**src/rtl/ps2_pkg.sv**
```systemverilog
// Shared PS/2 definitions: FSM states, error codes, frame constants and timing helper.
// Latency: none (types and constants only).
// Backpressure: not applicable.
package ps2_pkg;

    typedef enum logic [2:0] {
        IDLE,
        INHIBIT,
        RTS,
        DATA,
        PARITY,
        ACK,
        WAIT_IDLE
    } state_t;

    localparam logic [1:0] ERR_START = 2'b01;
    localparam logic [1:0] ERR_FRAME = 2'b10;
    localparam logic [1:0] ERR_NOACK = 2'b11;

    localparam int PS2_FRAME_BITS = 11;

    // System clock cycles per microsecond.
    function automatic int cycles_per_us(input int clk_freq_hz);
        return clk_freq_hz / 1_000_000;
    endfunction

endpackage

```
**src/rtl/ps2_edge_sync.sv**
```systemverilog
// Multi-stage synchroniser for one asynchronous PS/2 pad plus a falling-edge pulse.
// Latency: SYNC_STAGES cycles to sync, fall valid in the same cycle sync goes low.
// Backpressure: none; free-running.
module ps2_edge_sync #(
    parameter int SYNC_STAGES = 2
) (
    input  logic clk,
    input  logic rst_n,
    input  logic din,
    output logic sync,
    output logic fall
);

    logic [SYNC_STAGES-1:0] stg;
    logic                   prev;

    // Shift the pad value through the synchroniser; idle lines reset high.
    always_ff @(posedge clk or negedge rst_n) begin
        if (!rst_n) begin
            stg  <= '1;
            prev <= 1'b1;
        end else begin
            stg  <= {stg[SYNC_STAGES-2:0], din};
            prev <= stg[SYNC_STAGES-1];
        end
    end

    assign sync = stg[SYNC_STAGES-1];
    assign fall = prev & ~sync;

endmodule

```
**src/rtl/ps2_host_tx.sv**
```systemverilog
// Host-to-device PS/2 command transmitter (inhibit, request-to-send, 8 data + odd parity, ACK check).
// Latency: INHIBIT_US of clock-low, then one bit per device clock; done/error is a one-cycle pulse.
// Backpressure: tx_ready only in IDLE; optional auto-resend when PS2_TX_RETRY_EN is defined.
module ps2_host_tx
    import ps2_pkg::*;
#(
    parameter int CLK_FREQ_HZ = 50_000_000,
    parameter int INHIBIT_US  = 100,
    parameter int START_TO_MS = 15,
    parameter int FRAME_TO_MS = 2,
    parameter int SYNC_STAGES = 2
) (
    input  logic       clk,
    input  logic       rst_n,
    input  logic [7:0] tx_data,
    input  logic       tx_valid,
    output logic       tx_ready,
    input  logic       PS2_clk_in,
    input  logic       PS2_data_in,
    output logic       PS2_clk_drive_low,
    output logic       PS2_data_drive_low,
    output logic       rx_inhibit,
    output logic       tx_done,
    output logic       tx_error,
    output logic [1:0] tx_err_code
);

    localparam int CPU       = cycles_per_us(CLK_FREQ_HZ);
    localparam int INH_CYC   = INHIBIT_US * CPU;
    localparam int START_CYC = START_TO_MS * 1000 * CPU;
    localparam int FRAME_CYC = FRAME_TO_MS * 1000 * CPU;
    localparam int MAX_SF    = (START_CYC > FRAME_CYC) ? START_CYC : FRAME_CYC;
    localparam int TMR_MAX   = (MAX_SF > INH_CYC) ? MAX_SF : INH_CYC;
    localparam int TMR_W     = $clog2(TMR_MAX + 1);

    localparam logic [TMR_W-1:0] INH_LAST   = TMR_W'(INH_CYC - 1);
    localparam logic [TMR_W-1:0] START_LAST = TMR_W'(START_CYC - 1);
    localparam logic [TMR_W-1:0] FRAME_LAST = TMR_W'(FRAME_CYC - 1);

    state_t           state, state_nxt;
    logic [TMR_W-1:0] tmr;
    logic [3:0]       bit_cnt;
    logic [8:0]       frame;
    logic             cur_bit;
    logic             clk_sync, clk_fall, data_sync, data_fall_unused;
    logic             accept, tmr_clr, shift, fail;
    logic [1:0]       fail_code;
`ifdef PS2_TX_RETRY_EN
    logic             retried;
    logic             retry_go;
`endif

    // The receiver-side data edge is not needed by the transmitter.
    ps2_edge_sync #(.SYNC_STAGES(SYNC_STAGES)) u_clk_sync (
        .clk(clk), .rst_n(rst_n), .din(PS2_clk_in), .sync(clk_sync), .fall(clk_fall)
    );
    ps2_edge_sync #(.SYNC_STAGES(SYNC_STAGES)) u_data_sync (
        .clk(clk), .rst_n(rst_n), .din(PS2_data_in), .sync(data_sync), .fall(data_fall_unused)
    );

    assign tx_ready   = (state == IDLE);
    assign rx_inhibit = (state != IDLE);

    // State, shared phase timer, bit pointer and latched frame.
    always_ff @(posedge clk or negedge rst_n) begin
        if (!rst_n) begin
            state   <= IDLE;
            tmr     <= '0;
            bit_cnt <= '0;
            frame   <= '0;
            cur_bit <= 1'b1;
`ifdef PS2_TX_RETRY_EN
            retried <= 1'b0;
`endif
        end else begin
            state <= state_nxt;
            if (tmr_clr)
                tmr <= '0;
            else if (state != IDLE)
                tmr <= tmr + 1'b1;
            if (accept)
                frame <= {~^tx_data, tx_data};
            if (state == INHIBIT)
                bit_cnt <= '0;
            else if (shift) begin
                cur_bit <= frame[bit_cnt];
                bit_cnt <= bit_cnt + 4'd1;
            end
`ifdef PS2_TX_RETRY_EN
            if (accept)
                retried <= 1'b0;
            else if (retry_go)
                retried <= 1'b1;
`endif
        end
    end

    // Next state and line/pulse outputs; a failure releases both lines in the same cycle.
    always_comb begin
        state_nxt          = state;
        accept             = 1'b0;
        tmr_clr            = 1'b0;
        shift              = 1'b0;
        fail               = 1'b0;
        fail_code          = 2'b00;
        PS2_clk_drive_low  = 1'b0;
        PS2_data_drive_low = 1'b0;
        tx_done            = 1'b0;
        tx_error           = 1'b0;
        tx_err_code        = 2'b00;
`ifdef PS2_TX_RETRY_EN
        retry_go           = 1'b0;
`endif
        case (state)
            IDLE: if (tx_valid) begin
                accept    = 1'b1;
                tmr_clr   = 1'b1;
                state_nxt = INHIBIT;
            end
            INHIBIT: begin
                PS2_clk_drive_low = 1'b1;
                if (tmr == INH_LAST) begin
                    PS2_data_drive_low = 1'b1;
                    tmr_clr            = 1'b1;
                    state_nxt          = RTS;
                end
            end
            RTS: begin
                PS2_data_drive_low = 1'b1;
                if (clk_fall) begin
                    shift     = 1'b1;
                    tmr_clr   = 1'b1;
                    state_nxt = DATA;
                end else if (tmr == START_LAST) begin
                    fail      = 1'b1;
                    fail_code = ERR_START;
                end
            end
            DATA: begin
                PS2_data_drive_low = ~cur_bit;
                if (clk_fall) begin
                    shift = 1'b1;
                    if (bit_cnt == 4'd8)
                        state_nxt = PARITY;
                end
            end
            PARITY: begin
                PS2_data_drive_low = ~cur_bit;
                if (clk_fall)
                    state_nxt = ACK;
            end
            ACK: if (clk_fall) begin
                if (data_sync) begin
                    fail      = 1'b1;
                    fail_code = ERR_NOACK;
                end else begin
                    state_nxt = WAIT_IDLE;
                end
            end
            WAIT_IDLE: if (clk_sync && data_sync) begin
                tx_done   = 1'b1;
                state_nxt = IDLE;
            end
            default: state_nxt = IDLE;
        endcase

        // The frame timer overrides any progress once the device has started clocking.
        if ((state == DATA || state == PARITY || state == ACK || state == WAIT_IDLE) &&
            tmr == FRAME_LAST) begin
            fail      = 1'b1;
            fail_code = ERR_FRAME;
            tx_done   = 1'b0;
        end

        if (fail) begin
            PS2_clk_drive_low  = 1'b0;
            PS2_data_drive_low = 1'b0;
            shift              = 1'b0;
            state_nxt          = IDLE;
`ifdef PS2_TX_RETRY_EN
            if (fail_code != ERR_FRAME && !retried) begin
                retry_go  = 1'b1;
                tmr_clr   = 1'b1;
                state_nxt = INHIBIT;
            end else begin
                tx_error    = 1'b1;
                tx_err_code = fail_code;
            end
`else
            tx_error    = 1'b1;
            tx_err_code = fail_code;
`endif
        end
    end

endmodule

```
**config.mk**
```make
export PLATFORM = sky130hd
export DESIGN_NAME = ps2_host_tx
export DESIGN_NICKNAME = d
export VERILOG_FILES = /design/src/rtl/ps2_pkg.sv /design/src/rtl/ps2_edge_sync.sv /design/src/rtl/ps2_host_tx.sv
export SDC_FILE = /design/constraint.sdc
export NUM_CORES = 1
export LEC_CHECK = 0
export CAP_MARGIN = 20
export CORE_MARGIN = 2
export CORE_UTILIZATION = 57
export DETAILED_ROUTE_END_ITERATION = 16
export HOLD_SLACK_MARGIN = 0.05
export PLACE_DENSITY = 0.9
export SYNTH_ARGS = -nofsm -noshare
export SYNTH_HDL_FRONTEND = slang
export SYNTH_SLANG_ARGS = --single-unit
export TNS_END_PERCENT = 100
```
**constraint.sdc**
```tcl
create_clock -name clk -period 2.6 [get_ports clk]
set_input_delay 0.65 -clock clk [delete_from_list [all_inputs] [get_ports clk]]
set_output_delay 0.65 -clock clk [all_outputs]
set_load 0.05 [all_outputs]
```
# Yosys cells after proc, flatten, opt, wreduce, memory -nomap -nowiden
# Cells that the tools add are included.
[classes]
n_addsub = 2
n_lt_le_gt_ge = 1
n_eq_ne = 19
muxes = 45
bitwise_logic = 4
n_reduce_logical = 14
[op_table]
columns = ["cell", "n"]
rows = [
  ["2-to-1 mux 20 bit", 2],
  ["2-to-1 mux 3 bit", 10],
  ["2-to-1 mux 1 bit", 21],
  ["inequality test 3 bit, second input constant", 7],
  ["case mux 3 bit (7 select lines)", 1],
  ["adder 20 x 1 -> 20 bit, second input constant", 1],
  ["equality test 20 x 13 -> 1 bit, second input constant", 1],
  ["equality test 20 x 17 -> 1 bit, second input constant", 1],
  ["equality test 20 bit, second input constant", 1],
  ["equality test 3 bit, second input constant", 3],
  ["AND reduction 9 bit", 1],
  ["2-to-1 mux 2 bit", 4],
  ["2-to-1 mux 4 bit", 2],
  ["XNOR reduction 8 bit", 1],
  ["equality test 3 x 2 -> 1 bit, second input constant", 2],
  ["inequality test 3 x 2 -> 1 bit, second input constant", 2],
  ["case mux 1 bit (3 select lines)", 2],
  ["less-than comparator 4 x 5 -> 1 bit, second input constant", 1],
  ["adder 4 x 1 -> 4 bit, second input constant", 1],
  ["binary-select mux 1 bit (select 4 bit)", 1],
  ["equality test 4 bit, second input constant", 1],
  ["case mux 2 bit (2 select lines)", 1],
  ["nonzero test 2 bit", 2],
  ["OR reduction 2 bit", 2],
  ["9 further kinds", 14],
]
[word_totals]
ff_bits = 42
inputBits = 13
output_inout_bits = 8
elab_cells = 93

# Depth between registers and ports, before layout
# Gate-level depths: netlist of the first run.
[depth]
depth_word = 9
ltp_mapped = 7
depth_no_buf = 6

# Modules after synthesis
# A second synthesis of the first run with hierarchy kept.
[hier_totals]
hier_cells = 250
hier_area_um2 = 2493.6
[modules_own_cells]
columns = ["mod", "n_inst", "cells_each", "area_each_um2", "seq_area_each_um2"]
rows = [
  ["ps2_host_tx", 1, 242, 2308.5, 927.1],
  ["ps2_edge_sync", 2, 4, 92.6, 78.8],
]

# Worst setup path before layout of the first run
# No wires, ideal clock.
[synth_path]
path_type = "register to output"
start = "register tmr[0]"
end = "output tx_done"
arrival_time_ns = 2.837
t_required_ns = 1.950
slack_ns = -0.887
stages_incl_launch_ff = 7
n_path_buf = 1
cell_sequence = "dfrtp_1 > ha_1 > nand4_1 > a21oi_1 > nand3_1 > clkbuf_1 > nor4b_1"
[synth_between]
elab_chain_cells = 3
[synth_rtl]
columns = ["item", "line_no", "rtl"]
rows = [
  ["from (decl)", "ps2_host_tx.sv:41", "logic [TMR_W-1:0] tmr;"],
  ["from (signal assigned)", "ps2_host_tx.sv:80", "tmr <= tmr + 1'b1;"],
  ["equality test 20 x 17 -> 1 bit", "ps2_host_tx.sv:169", "tmr == FRAME_LAST) begin"],
  ["logical AND 1 bit", "ps2_host_tx.sv:168", "if ((state == DATA || state == PARITY || state == ACK || state == WAIT_IDLE) &&"],
  ["2-to-1 mux 1 bit", "ps2_host_tx.sv:168", ""],
  ["to (decl)", "ps2_host_tx.sv:23", "output logic tx_done,"],
]
# Every way passes these cells.

# Worst setup path in the final report of the first run
[layout_path]
start = "register tmr[6]"
end = "output PS2_data_drive_low"
[layout_between]
elab_chain_cells = 6
elab_cells_between_ends = 11
cone_classes = "3 x eq/ne; 7 x mux; 1 x reduce/logical"
[layout_rtl]
columns = ["item", "line_no", "rtl"]
rows = [
  ["equality test 20 bit", "ps2_host_tx.sv:134", "end else if (tmr == START_LAST) begin"],
  ["2-to-1 mux 1 bit", "ps2_host_tx.sv:134", ""],
  ["2-to-1 mux 1 bit", "ps2_host_tx.sv:130", "if (clk_fall) begin"],
  ["case mux 1 bit (2 select lines)", "ps2_host_tx.sv:114", "case (state)"],
  ["2-to-1 mux 1 bit", "ps2_host_tx.sv:168", ""],
  ["2-to-1 mux 1 bit (*)", "ps2_host_tx.sv:175", "if (fail) begin"],
  ["to (decl)", "ps2_host_tx.sv:21", "output logic PS2_data_drive_low,"],
]
# Every way passes the cells marked *; elsewhere a longest branch is shown, timed or not.

==> metrics.cfg, run 1 <==
[logic_synthesis]
syn_area_um2=2320
synth_edf_count=0
ys_async_sr_fraction_pct=100
yosysUniqueCellTypes=44
yosysWarnings=0
synth_area_per_cell_um2=9.81
synth_seq_area_share_pct=45.5
synth_cells=237
synth_flop_cell=dfrtp_1
ys_seq_elements=42
syn_nets=253

[timing]
period_share_pct=110
maxClockFrequency_mhz=350
setup_tns_ns=-1.06
slew_headroom_pct=37.8
setup_viol=5
final_max_slew_viol_count=0
worst_slack_ns=-0.258
fin_skew_ns=0.0129
period_needed_ns=2.86
rsz0062_at_grt=true
hold_violations=0
worst_pin_slew_ns=0.933

[global_routing]
antenna_found_initial=0
first_global_vias=1841
grt_overflow=0
track_usage_pct=25.9
grt_pass1_wl_um=8730
grt_max_degree=43

[routing]
dr.pass1.iters=5
wl_um=5770
vias=2026
vias_per_cell=6.35
route.detailed.drc=0
drt_iter0_drc=285
ant_nets=0
wl_per_cell_um=18.1

[cells_and_area]
drive_gt1_share_pct=24.5
layout_commonest_cell=dfrtp_1
areaGrowthSynthToFinish_pct=23.1
final_cell_mix=dfrtp_1 (36), nor2_1 (32), nand4_1 (20)
num_antenna_cells=0
final_nets=284
postLayoutCellArea_um2=2860

[run]
drv_cap=0

[cts]
cts_root_buf=clkbuf_8
cts_buffers=5
clk_pin_slew_ns=0.08
cts_sinks=42
clk_path_buf_depth=2
htreeDepth=2
cts_tree=built
worstSkewPairLatency_ns=0.30

[worst_setup_path]
path_max_fanout=4
critPathSlowestCell=or4b_4
r2r_slack_ns=0.25
critPathTopFamily=simple AND/OR/NAND/NOR gates
critical_path.cell_chain=or4b_4, nor4_4, nand4_1, nand3_2, a21oi_4, buf_12
critPathMaxStageDelay_ns=0.56
crit_path_end_kind=output port
path_buf_inv=1
critPathArrivalTime_ns=2.21
criticalPathCategory=reg2out
cp.required_ns=1.95
cp-start-kind=flip-flop

[floorplanning]
die_w_um=67.9
core-area_um2=3970
start_util_pct=58.5
io_pins=21
rows=23
dieArea_um2=4600
die_h_um=67.9

[power]
p_leak_nw=1.23
power_density_nw_per_um2=541
ir_drop_uv=346

[run_status]
status=complete, but fails checks
violations=negative setup slack

[placement]
io_buffers=20
dpl_worst_slack_ns=0.0447
gp_congestion=0.929
dp_hpwl_um=3800
place_area_um2=2690

[min_path]
hold_class=reg2reg

-- worst register-to-register path, delay by kind of cell, from the launching register on --
family / cells / cell delay, ns
simple gates: 4 / 1.01
flops: 1 / 0.40
buf+inv: 3 / 0.49
mux: 1 / 0.34
-- cell usage after synthesis, drive strengths merged, types with 3 or more instances --
library cell,instances,area (µm²)
xor2,15,131
nor2,34,130
a21oi,7,35.0
inv,8,30.0
nor2b,3,18.8
a31oi,5,31.3
ha,3,37.5
dfrtp,36,901
clkbuf,9,33.8
dfstp,6,158
xnor2,10,87.6
mux2,9,101
o21ai,7,35.0
nand2,13,48.8
or3,3,18.8
nand3,12,60.1
buf,3,20.0
mux2i,4,40.0
nor3,4,20.0
nand4,21,138
nor4,3,33.8
-- routing by layer --
layer	vias to the layer above	GRT usage [%]	part of all wire, %
li1	901	-	-
met1	995	32.8	42
met2	111	42.6	50
met3	19	5.59	5.6
met4	0	12.0	2.9
met5	-	0	0
-- area by class of cell --
type / instances / area [µm²]
Multi-Input combinational cell: 175 / 1250
Clock inverter: 2 / 13.8
Clock buffer: 6 / 72.6
Tap cell: 50 / 62.6
Inverter: 8 / 33.8
Fill cell: 264 / 1110
Sequential cell: 42 / 1060
Timing Repair Buffer: 36 / 365
-- stage by stage --
stage | hold WS, ns | power [mW] | utilization [%] | instances
final | 0.358 | 1.55 | 72.1 | 319
after global routing | 0.367 | 1.62 | 72.1 | 319
after CTS | 0.359 | 1.52 | 70.5 | 316
after detailed placement | 0.347 | 1.10 | 67.8 | 306
after global placement | 0.347 | 1.09 | 67.8 | 306
after floorplan | 0.345 | 0.998 | - | 237
-- where the power goes --
group	switching (mW)	internal, mW	leakage [nW]
Clock	0.228	0.189	0.0452
Sequential	0.111	0.732	0.533
Combinational	0.143	0.144	0.648
-- sequential cells by signal, summed over array words and instances, names as in the netlist --
signal,flops
frame,9
u_clk_sync.prev,1
state,3
cur_bit,1
tmr,20
bit_cnt,4
u_data_sync.stg,2
u_clk_sync.stg,2
-- logic make-up (layout without fill, tap and decap cells) --
logic type	count (synthesis)	in the layout	share of synthesized area, %
simple gates	107	107	25.2
flops	42	42	45.5
compound gates	26	26	7.59
xor+xnor	25	25	9.42
buf+inv	20	52	3.61
mux	14	14	7.05
fa+ha+maj	3	3	1.61
-- timing repair --
item / in CTS / in global routing
pin swaps: 1 / 4
hold buffers: 0 / 0
endpoints found under the setup margin: 5 / 5
buffers inserted: 2 / 3
resized for setup: 1 / 9
-- path summary, 6_finish.rpt --
check	from	to	cells after the start
max	tmr[6]	PS2_data_drive_low	6
min	u_data_sync.stg[0]	u_data_sync.stg[1]	0
max reg2reg	tmr[6]	bit_cnt[1]	8
min reg2reg	u_data_sync.stg[0]	u_data_sync.stg[1]	0
max in group asynchronous	rst_n	frame[5]	1
min in group asynchronous	rst_n	tmr[5]	1
(Power assumes the default switching activity.)
==> run 2: changes to the inputs <==
==> constraint.sdc (replaced) <==
create_clock -name clk -period 2.6 [get_ports clk]
set_input_delay 0.65 -clock clk [delete_from_list [all_inputs] [get_ports clk]]
set_output_delay 0.65 -clock clk [all_outputs]
set_load 0.01 [all_outputs]
==> run 2 against run 1 <==
Against the previous run: via count increased by 1.8%; the flow still finishes with violations (negative setup slack); sequential cell count unchanged; critical path depth increased by 1; first-iteration DRC count decreased by 43%; core utilization increased by 2.3 points; sequential power decreased by 2.5%; final cell count increased by 6.3%; clock power increased by 25%; setup slack improved by 0.012 ns; critical endpoint unchanged; sequential share of layout area decreased by 1.1 points.
==> metrics.cfg, run 2 (same netlist as run 1, synthesis figures left out) <==
[timing]
worst_pin_slew_ns=0.918  ; was 0.933 ns
maxClockFrequency_mhz=351  ; was 350 MHz
period_share_pct=109  ; was 110%
hold_violations=0  ; unchanged
period_needed_ns=2.85  ; was 2.86 ns
rsz0062_at_grt=true  ; unchanged
fin_skew_ns=0.00568  ; was 0.0129 ns
setup_tns_ns=-1.10  ; was -1.06 ns
fin_hold_ws_ns=0.358  ; about the same
final_max_slew_viol_count=0  ; unchanged
worst_slack_ns=-0.246  ; was -0.258 ns
setup_viol=5  ; unchanged
slew_headroom_pct=38.8  ; was 37.8%

[cells_and_area]
num_antenna_cells=0  ; unchanged
largest_register=tmr  ; unchanged
postLayoutCellArea_um2=2950  ; was 2860 µm²
drive_gt1_share_pct=28.0  ; was 24.5%
areaGrowthSynthToFinish_pct=27.1  ; was 23.1%
utilization_pct=74.4  ; was 72.1%
reg_top3=tmr: 20 flops, frame: 9 flops, bit_cnt: 4 flops  ; unchanged
final_cell_mix=dfrtp_1 (34), buf_4 (34), nor2_1 (33)  ; was dfrtp_1 (36), nor2_1 (32), nand4_1 (20)
final_nets=304  ; was 284
largest_reg_flops=20  ; unchanged

[placement]
dpl_worst_slack_ns=-0.247  ; was 0.0447 ns
gp_congestion=0.953  ; was 0.929
dp_hpwl_um=3870  ; was 3800 µm
place_area_um2=2750  ; was 2690 µm²
io_buffers=20  ; unchanged

[global_routing]
first_global_vias=2007  ; was 1841
grt_overflow=0  ; unchanged
antenna_found_initial=0  ; unchanged
track_usage_pct=28.6  ; was 25.9%
grt_max_degree=43  ; unchanged
grt_pass1_wl_um=9540  ; was 8730 µm

[power]
ir_drop_uv=456  ; was 346 µV
p_leak_nw=1.33  ; was 1.23 nW
power_density_nw_per_um2=568  ; was 541 nW/µm²

[routing]
wl_met1_um=2400  ; was 2420 µm
drt_iter0_drc=162  ; was 285
ant_nets=0  ; unchanged
topRoutingLayerUsed=met4  ; unchanged
vias=2063  ; was 2026
dr.pass1.iters=4  ; was 5
vias_per_cell=6.09  ; was 6.35
wl_per_cell_um=17.5  ; was 18.1 µm
met2WireLength_um=2800  ; was 2860 µm
met3_length_um=460  ; was 326 µm
wl_um=5940  ; was 5770 µm
route.detailed.drc=0  ; unchanged

[min_path]
hold_end=u_clk_sync.stg[1]  ; was u_data_sync.stg[1]
hold_class=reg2reg  ; unchanged
worstHoldPathCells=0  ; unchanged
hold_path.startpoint=u_clk_sync.stg[0]  ; was u_data_sync.stg[0]

[worst_setup_path]
path_max_fanout=3  ; was 4
cp.required_ns=1.95  ; about the same
cp-start-kind=flip-flop  ; unchanged
r2r-start=tmr[6]  ; unchanged
r2r_cells=7  ; was 8
critPathArrivalTime_ns=2.20  ; was 2.21 ns
criticalPathCategory=reg2out  ; unchanged
regToRegEndpoint=bit_cnt[1]  ; unchanged
crit_path_end_kind=output port  ; unchanged
r2r_slack_ns=0.28  ; was 0.25 ns

[cts]
worstSkewPairLatency_ns=0.30  ; about the same
clk_path_buf_depth=2  ; unchanged
cts_sinks=42  ; unchanged
cts_root_buf=clkbuf_8  ; unchanged
cts_buffers=5  ; unchanged
htreeDepth=2  ; unchanged
cts_tree=built  ; unchanged
clk_pin_slew_ns=0.08  ; about the same

[floorplanning]
io_pins=21  ; unchanged
dieArea_um2=4600  ; unchanged
die_h_um=67.9  ; unchanged
start_util_pct=58.5  ; unchanged
rows=23  ; unchanged
die_w_um=67.9  ; unchanged
core-area_um2=3970  ; unchanged

[run_status]
status=complete, but fails checks  ; unchanged
violations=negative setup slack  ; unchanged

[run]
drv_cap=0  ; unchanged

## run 2: through the flow
stage               power, mW  cells
finish                   1.68    339
floorplan               0.998    237
detailed placement       1.15    324
CTS                      1.67    339
global placement         1.12    324
global route             1.76    339
## run 2: worst max path at each step
stage,start,to
floorplan,tmr[6],PS2_data_drive_low
global placement,tmr[6],tx_error
detailed placement,tmr[6],tx_error
CTS,tmr[18],PS2_data_drive_low
global route,tmr[6],PS2_data_drive_low
finish,tmr[6],PS2_data_drive_low
## run 2: what timing repair did
item | 4_1_cts | 5_1_grt
cloned | 0 | 0
endpoints found under the setup margin | 8 | 6
hold buffers | 0 | 0
resized for setup | 29 | 8
pin swaps | 9 | 4
setup buffers | 7 | 0
## run 2: area by class of cell
type / instances / area (µm²)
Inverter: 8 / 30.0
Tap cell: 50 / 62.6
Multi-Input combinational cell: 175 / 1240
Timing Repair Buffer: 56 / 449
Sequential cell: 42 / 1060
Fill cell: 256 / 1020
Clock inverter: 3 / 43.8
Clock buffer: 5 / 68.8
## run 2: power by group
| group | total [mW] | switching, mW | leakage (nW) | internal, mW |
|---|---|---|---|---|
| Sequential | 0.822 | 0.0896 | 0.529 | 0.732 |
| Clock | 0.523 | 0.236 | 0.0585 | 0.288 |
| Combinational | 0.334 | 0.164 | 0.745 | 0.169 |
| Total | 1.68 | 0.490 | 1.33 | 1.19 |
## run 2: worst max-delay path, stage by stage (launching register included)
cell	delay [ns]
dfrtp_1	0.39
or4b_4	0.59
nor4_4	0.33
nand3_2	0.16
buf_6	0.16
nand3_4	0.08
a21oi_2	0.04
buf_2	0.14
## run 2: metal layers
metal | GRT usage [%] | up-vias
li1 | - | 945
met1 | 36.1 | 985
met2 | 43.1 | 104
met3 | 8.39 | 29
met4 | 18.3 | 0
met5 | 0 | -
